`src/rtl/rr_arbiter_4.sv`:
```
// Four-requester round-robin arbiter, active-low one-hot grants.
// A contended holder is forced off after MAX_HOLD cycles.
module rr_arbiter_4 #(
  parameter int unsigned MAX_HOLD = 8
) (
  input  logic       clk,
  input  logic       rst_n,
  input  logic [3:0] req,
  output logic [0:3] grant_n,
  output logic [1:0] gnt_idx,
  output logic       gnt_valid
);

  localparam int unsigned CW = $clog2(MAX_HOLD) + 1;
  localparam logic [CW-1:0] CMAX = CW'(MAX_HOLD - 1);

  typedef enum logic {
    IDLE,
    GRANT
  } state_t;

  state_t        state;
  logic [1:0]    idx;
  logic [1:0]    ptr;
  logic [CW-1:0] cnt;

  logic [1:0] idx_nx;
  logic [1:0] win_idle;
  logic [1:0] win_rel;
  logic [3:0] others;
  logic       rel;

  // First requester at or after base, wrapping mod 4.
  function automatic logic [1:0] scan(
    input logic [1:0] base,
    input logic [3:0] r
  );
    logic [1:0] w;
    logic [1:0] j;
    w = base;
    for (int k = 3; k >= 0; k--) begin
      j = base + 2'(k);
      if (r[j]) w = j;
    end
    return w;
  endfunction

  function automatic logic [0:3] dec(input logic [1:0] i);
    logic [0:3] g;
    g = '1;
    g[i] = 1'b0;
    return g;
  endfunction

  assign idx_nx   = idx + 2'd1;
  assign win_idle = scan(ptr, req);
  assign win_rel  = scan(idx_nx, req);
  assign others   = req & ~(4'b0001 << idx);
  assign rel      = !req[idx] || ((cnt == CMAX) && (|others));

  always_ff @(posedge clk or negedge rst_n) begin
    if (!rst_n) begin
      state     <= IDLE;
      idx       <= '0;
      ptr       <= '0;
      cnt       <= '0;
      grant_n   <= '1;
      gnt_idx   <= '0;
      gnt_valid <= 1'b0;
    end else begin
      unique case (state)
        IDLE: begin
          if (|req) begin
            state     <= GRANT;
            idx       <= win_idle;
            cnt       <= '0;
            grant_n   <= dec(win_idle);
            gnt_idx   <= win_idle;
            gnt_valid <= 1'b1;
          end
        end
        GRANT: begin
          if (rel) begin
            ptr <= idx_nx;
            if (|req) begin
              idx       <= win_rel;
              cnt       <= '0;
              grant_n   <= dec(win_rel);
              gnt_idx   <= win_rel;
              gnt_valid <= 1'b1;
            end else begin
              state     <= IDLE;
              grant_n   <= '1;
              gnt_idx   <= '0;
              gnt_valid <= 1'b0;
            end
          end else if (cnt != CMAX) begin
            cnt <= cnt + 1'b1;
          end
        end
        default: state <= IDLE;
      endcase
    end
  end

endmodule

```
`config.mk`:
```
export PLATFORM = sky130hd
export DESIGN_NAME = rr_arbiter_4
export DESIGN_NICKNAME = d
export VERILOG_FILES = /design/src/rtl/rr_arbiter_4.sv
export SDC_FILE = /design/constraint.sdc
export NUM_CORES = 1
export LEC_CHECK = 0
export BUFFER_PORTS_ARGS = -buffer_cell sky130_fd_sc_hd__buf_2
export CORE_MARGIN = 2
export CORE_UTILIZATION = 40
export DETAILED_ROUTE_END_ITERATION = 12
export PLACE_DENSITY = 0.6
export SYNTH_ARGS = -nofsm -noshare
export SYNTH_HDL_FRONTEND = slang
export SYNTH_SLANG_ARGS = --single-unit
```
`constraint.sdc`:
```
create_clock -name clk -period 3.6 [get_ports clk]
set_clock_uncertainty 0.15 [all_clocks]
set_input_delay 0.36 -clock clk [delete_from_list [all_inputs] [get_ports clk]]
set_output_delay 0.36 -clock clk [all_outputs]
set_load 0.01 [all_outputs]
```
==> impl_table.tex <==
\begin{tabular}{lr}
\hline
Metric & Value \\
\hline
\multicolumn{2}{l}{\textbf{Outcome}} \\
\quad Status & completed \\
\multicolumn{2}{l}{\textbf{Detailed routing}} \\
\quad Vias after detailed routing & 850 \\
\quad First-iteration detailed-routing DRC count & 19 \\
\quad Total wire length & 2.265 mm \\
\quad 1st-pass router iterations & 4 \\
\quad DR WL/cell & 15.00 um \\
\quad Detail Route Antenna Nets & 0 \\
\quad \# DRC & 0 \\
\quad Ratio of routed vias to standard cells & 5.629 \\
\multicolumn{2}{l}{\textbf{Floorplanning}} \\
\quad Area of the core & 2686 um2 \\
\quad Number of rows created at floorplan & 19 \\
\quad Die outline height & 56.59 um \\
\quad I/O pin count & 13 \\
\quad Chip width & 56.59 um \\
\quad Initial Util & 41.17\% \\
\quad Total die area & 3202 um2 \\
\multicolumn{2}{l}{\textbf{Power and ir drop}} \\
\quad Leakage power summed over all cells & 0.0005054 uW \\
\quad Maximum vdd ir drop & 475.9 uV \\
\quad Cell area power density & 761.8 nW/um2 \\
\multicolumn{2}{l}{\textbf{Logic synthesis}} \\
\quad Cell area after synthesis & 1106 um2 \\
\quad Most numerous cell types in the synthesized netlist & sky130\_fd\_sc\_hd\_\_dfrtp\_1, sky130\_fd\_sc\_hd\_\_o21ai\_0, sky130\_fd\_sc\_hd\_\_a21oi\_1, sky130\_fd\_sc\_hd\_\_inv\_1, sky130\_fd\_sc\_hd\_\_nor2\_1 \\
\quad Fraction of post-synthesis cell area in the top cell type by area & 27.15\% \\
\quad Sequential fraction of the synthesis area & 36.65\% \\
\quad Top FF cell, synth & sky130\_fd\_sc\_hd\_\_dfrtp\_1 \\
\quad Area fraction in compound gates after synthesis & 23.98\% \\
\quad Largest family of logic cells by synthesized area & compound AO/OA/AOI/OAI gates \\
\quad Mux share of post-synthesis cell area & 10.75\% \\
\quad Per-instance average area after synthesis & 10.64 um2 \\
\quad Nets in the synthesized netlist & 115 \\
\quad Async S/R FF share, synth & 100.0\% \\
\quad Number of standard cells after synthesis & 104 \\
\quad Seq cells post-synth & 16 \\
\quad Fraction of synthesized cell area in xor and xnor cells & 0\% \\
\quad Yosys warning total & 0 \\
\quad Post-synth EDFFs & 0 \\
\quad Share of synthesized cell area in and, or, nand and nor gates & 20.14\% \\
\quad Synth Area in Adders & 5.656\% \\
\quad Library cell occupying the most area in the post-synthesis netlist & sky130\_fd\_sc\_hd\_\_dfrtp\_1 \\
\quad Top-count cell post-synth & sky130\_fd\_sc\_hd\_\_dfrtp\_1 \\
\quad Post-synthesis cell type count & 44 \\
\quad Largest cells by area after synthesis & sky130\_fd\_sc\_hd\_\_dfrtp\_1, sky130\_fd\_sc\_hd\_\_dfstp\_2, sky130\_fd\_sc\_hd\_\_ha\_1, sky130\_fd\_sc\_hd\_\_o21ai\_0, sky130\_fd\_sc\_hd\_\_a21oi\_1 \\
\multicolumn{2}{l}{\textbf{Setup path}} \\
\quad Critical path's largest stage delay & 490 ps \\
\quad Kind of cell adding the most delay to the critical path & simple AND/OR/NAND/NOR gates \\
\quad Cell-by-cell listing of the critical path & inv\_1 -> ha\_1 -> nor3b\_4 -> a2111oi\_4 -> or2\_1 -> o32a\_1 -> mux2\_4 \\
\quad Required arrival time at the worst endpoint & 3670 ps \\
\quad Setup slack of the worst register-to-register path & 1190 ps \\
\quad Crit path launch type & flip-flop \\
\quad Worst setup path start & idx[0] \\
\quad Cell with the biggest individual delay on the critical path & sky130\_fd\_sc\_hd\_\_dfrtp\_1 \\
\quad Kind of end point of the critical path & flip-flop \\
\quad Critical register-to-register path startpoint & idx[0] \\
\quad Capturing point of the worst reg2reg path & grant\_n[3] \\
\quad Worst Setup Path Type & flip-flop to flip-flop \\
\quad Arrival time at the worst endpoint & 2490 ps \\
\quad Worst reg2reg path depth & 7 \\
\quad Crit path buffers/inverters & 1 \\
\quad Maximum fanout count along the critical path & 9 \\
\multicolumn{2}{l}{\textbf{Cells and area}} \\
\quad Layout cells sized above 1 & 30.00\% \\
\quad Number of antenna cells inserted & 0 \\
\quad Post-route design area & 1236 um2 \\
\quad Area added between synthesis and finish & 11.77\% \\
\quad Final net count & 132 \\
\multicolumn{2}{l}{\textbf{Clock network}} \\
\quad Clock Tree Root & sky130\_fd\_sc\_hd\_\_clkbuf\_4 \\
\quad Buffers inserted during post-CTS setup optimization & 0 \\
\quad Resized cells post-CTS & 0 \\
\quad CTS Buf Count & 3 \\
\quad CTS Hold Bufs & 1 \\
\quad Largest buffer count on any clock path & 2 \\
\quad Total number of clock tree sinks & 16 \\
\quad TritonCTS clock tree & done \\
\quad Clk Latency, worst-skew pair & 280 ps \\
\quad Clock-pin slew on the worst setup and hold paths & 100 ps \\
\quad H-tree depth & 1 \\
\multicolumn{2}{l}{\textbf{GRT}} \\
\quad Number of global-route vias before repair & 801 \\
\quad All-layer global routing usage & 15.46\% \\
\quad Initial antenna violation count & 0 \\
\quad Global-route wire length before repair & 3.801 mm \\
\quad Largest net degree at the start of global routing & 17 \\
\quad Total gr overflow & 0 \\
\multicolumn{2}{l}{\textbf{Job}} \\
\quad Max Cap Violations & 0 \\
\multicolumn{2}{l}{\textbf{Timing}} \\
\quad Final slew viol count & 0 \\
\quad Total count of hold-check failures in the final report & 0 \\
\quad Number of setup violations in the final report & 0 \\
\quad Time the worst path needs with I/O delays and setup & 2414 ps \\
\quad Maximum frequency from static timing analysis & 414.2 MHz \\
\quad Total Neg Setup Slack & 0 ps \\
\quad RSZ-0062 raised after global routing & false \\
\quad Actual slew at the worst max-slew pin & 469.9 ps \\
\quad Relative slew slack & 68.54\% \\
\quad Crit share post-route & 67.06\% \\
\multicolumn{2}{l}{\textbf{Min path}} \\
\quad Worst Hold Class & flip-flop to flip-flop \\
\quad Hold wc startpoint & gnt\_idx[0] \\
\quad Number of cells on the worst hold path & 1 \\
\quad Min-Delay Endpoint & gnt\_idx[0] \\
\multicolumn{2}{l}{\textbf{Placed design}} \\
\quad Detailed Place HPWL & 1.724 mm \\
\quad Port Buffer Count & 12 \\
\quad Standard cell area after detailed placement & 1200 um2 \\
\quad Routability cong. & 0.8265 \\
\hline
\end{tabular}
[metal layers]
layer,up-vias,part of all wire (%),global-route usage [%]
met4,0,0.75,6.122
li1,423,-,-
met5,-,0,0
met1,414,52,21.49
met3,2,2.8,2.995
met2,11,44,23.59
[power by group]
part / total [uW] / internal, uW / leakage [uW] / switching [uW]
Combinational: 517 / 253 / 0.000305 / 264
Sequential: 324 / 259 / 0.000186 / 65.5
Clock: 100 / 43.0 / 0.0000150 / 57.4
[registers in the layout, indices dropped and copies added (netlist names)]
signal     count
gnt_valid      1
grant_n        4
idx            2
ptr            2
state          1
cnt            4
gnt_idx        2
[stage by stage]
| stage | power [uW] | std cells | setup WS [ps] | hold slack [ps] | utilization, % |
|---|---|---|---|---|---|
| 2_1_floorplan | 724.3 | 104 | 1338 | -85.59 | - |
| 3_3_place_gp | 840.2 | 146 | 1251 | 149.1 | 44.67 |
| 3_5_place_dp | 846.1 | 146 | 1192 | 156.2 | 44.67 |
| 4_1_cts | 951.0 | 151 | 1180 | 352.8 | 46.02 |
| 5_1_grt | 1024 | 151 | 1033 | 387.7 | 46.02 |
| 6_report | 941.7 | 151 | 1186 | 349.1 | 46.02 |
[worst max path at each step]
stage	to	cells past startpoint	slack (ps)
after detailed placement	grant_n[3]	7	1190
after floorplan	grant_n[3]	7	1340
after CTS	grant_n[3]	7	1180
after global routing	grant_n[3]	7	1030
after global placement	grant_n[3]	7	1250
final	grant_n[3]	7	1190
[worst register-to-register path: cells and delay by family (launching register included)]
kind | cells | cell delay [ps]
flops | 1 | 490
compound gates | 2 | 390
simple gates | 2 | 520
mux | 1 | 260
buf+inv | 1 | 120
fa+ha+maj | 1 | 420
[logic make-up after synthesis]
kind of cell,Yosys count
AO/OA/AOI/OAI,32
adder cells (fa/ha/maj),5
buffers and inverters,8
flip-flops,16
multiplexers,9
AND/OR/NAND/NOR,34
[area by class of cell]
| type | count | area, um2 |
|---|---|---|
| clock buffer | 4 | 26.28 |
| fill | 261 | 1450 |
| inverter | 7 | 26.28 |
| multi-input combinational | 80 | 669.4 |
| sequential | 16 | 405.4 |
| tap | 31 | 38.79 |
| timing repair buffer | 13 | 70.07 |
[cells in the final DEF, fill, tap and decap left out, types with 3 or more instances in the layout]
cell / netlist / final
sky130_fd_sc_hd__inv_1: 7 / 7
sky130_fd_sc_hd__nor2b_1: 3 / 3
sky130_fd_sc_hd__ha_1: 5 / 5
sky130_fd_sc_hd__clkbuf_4: 0 / 3
sky130_fd_sc_hd__nor2_1: 6 / 6
sky130_fd_sc_hd__dfrtp_1: 12 / 12
sky130_fd_sc_hd__mux2_2: 3 / 3
sky130_fd_sc_hd__nand2b_1: 3 / 3
sky130_fd_sc_hd__dfstp_2: 4 / 4
sky130_fd_sc_hd__buf_2: 1 / 12
sky130_fd_sc_hd__o21ai_0: 8 / 8
sky130_fd_sc_hd__a21oi_1: 7 / 7
sky130_fd_sc_hd__nand3_1: 5 / 5
No activity file was read; power rests on OpenSTA's default activity.
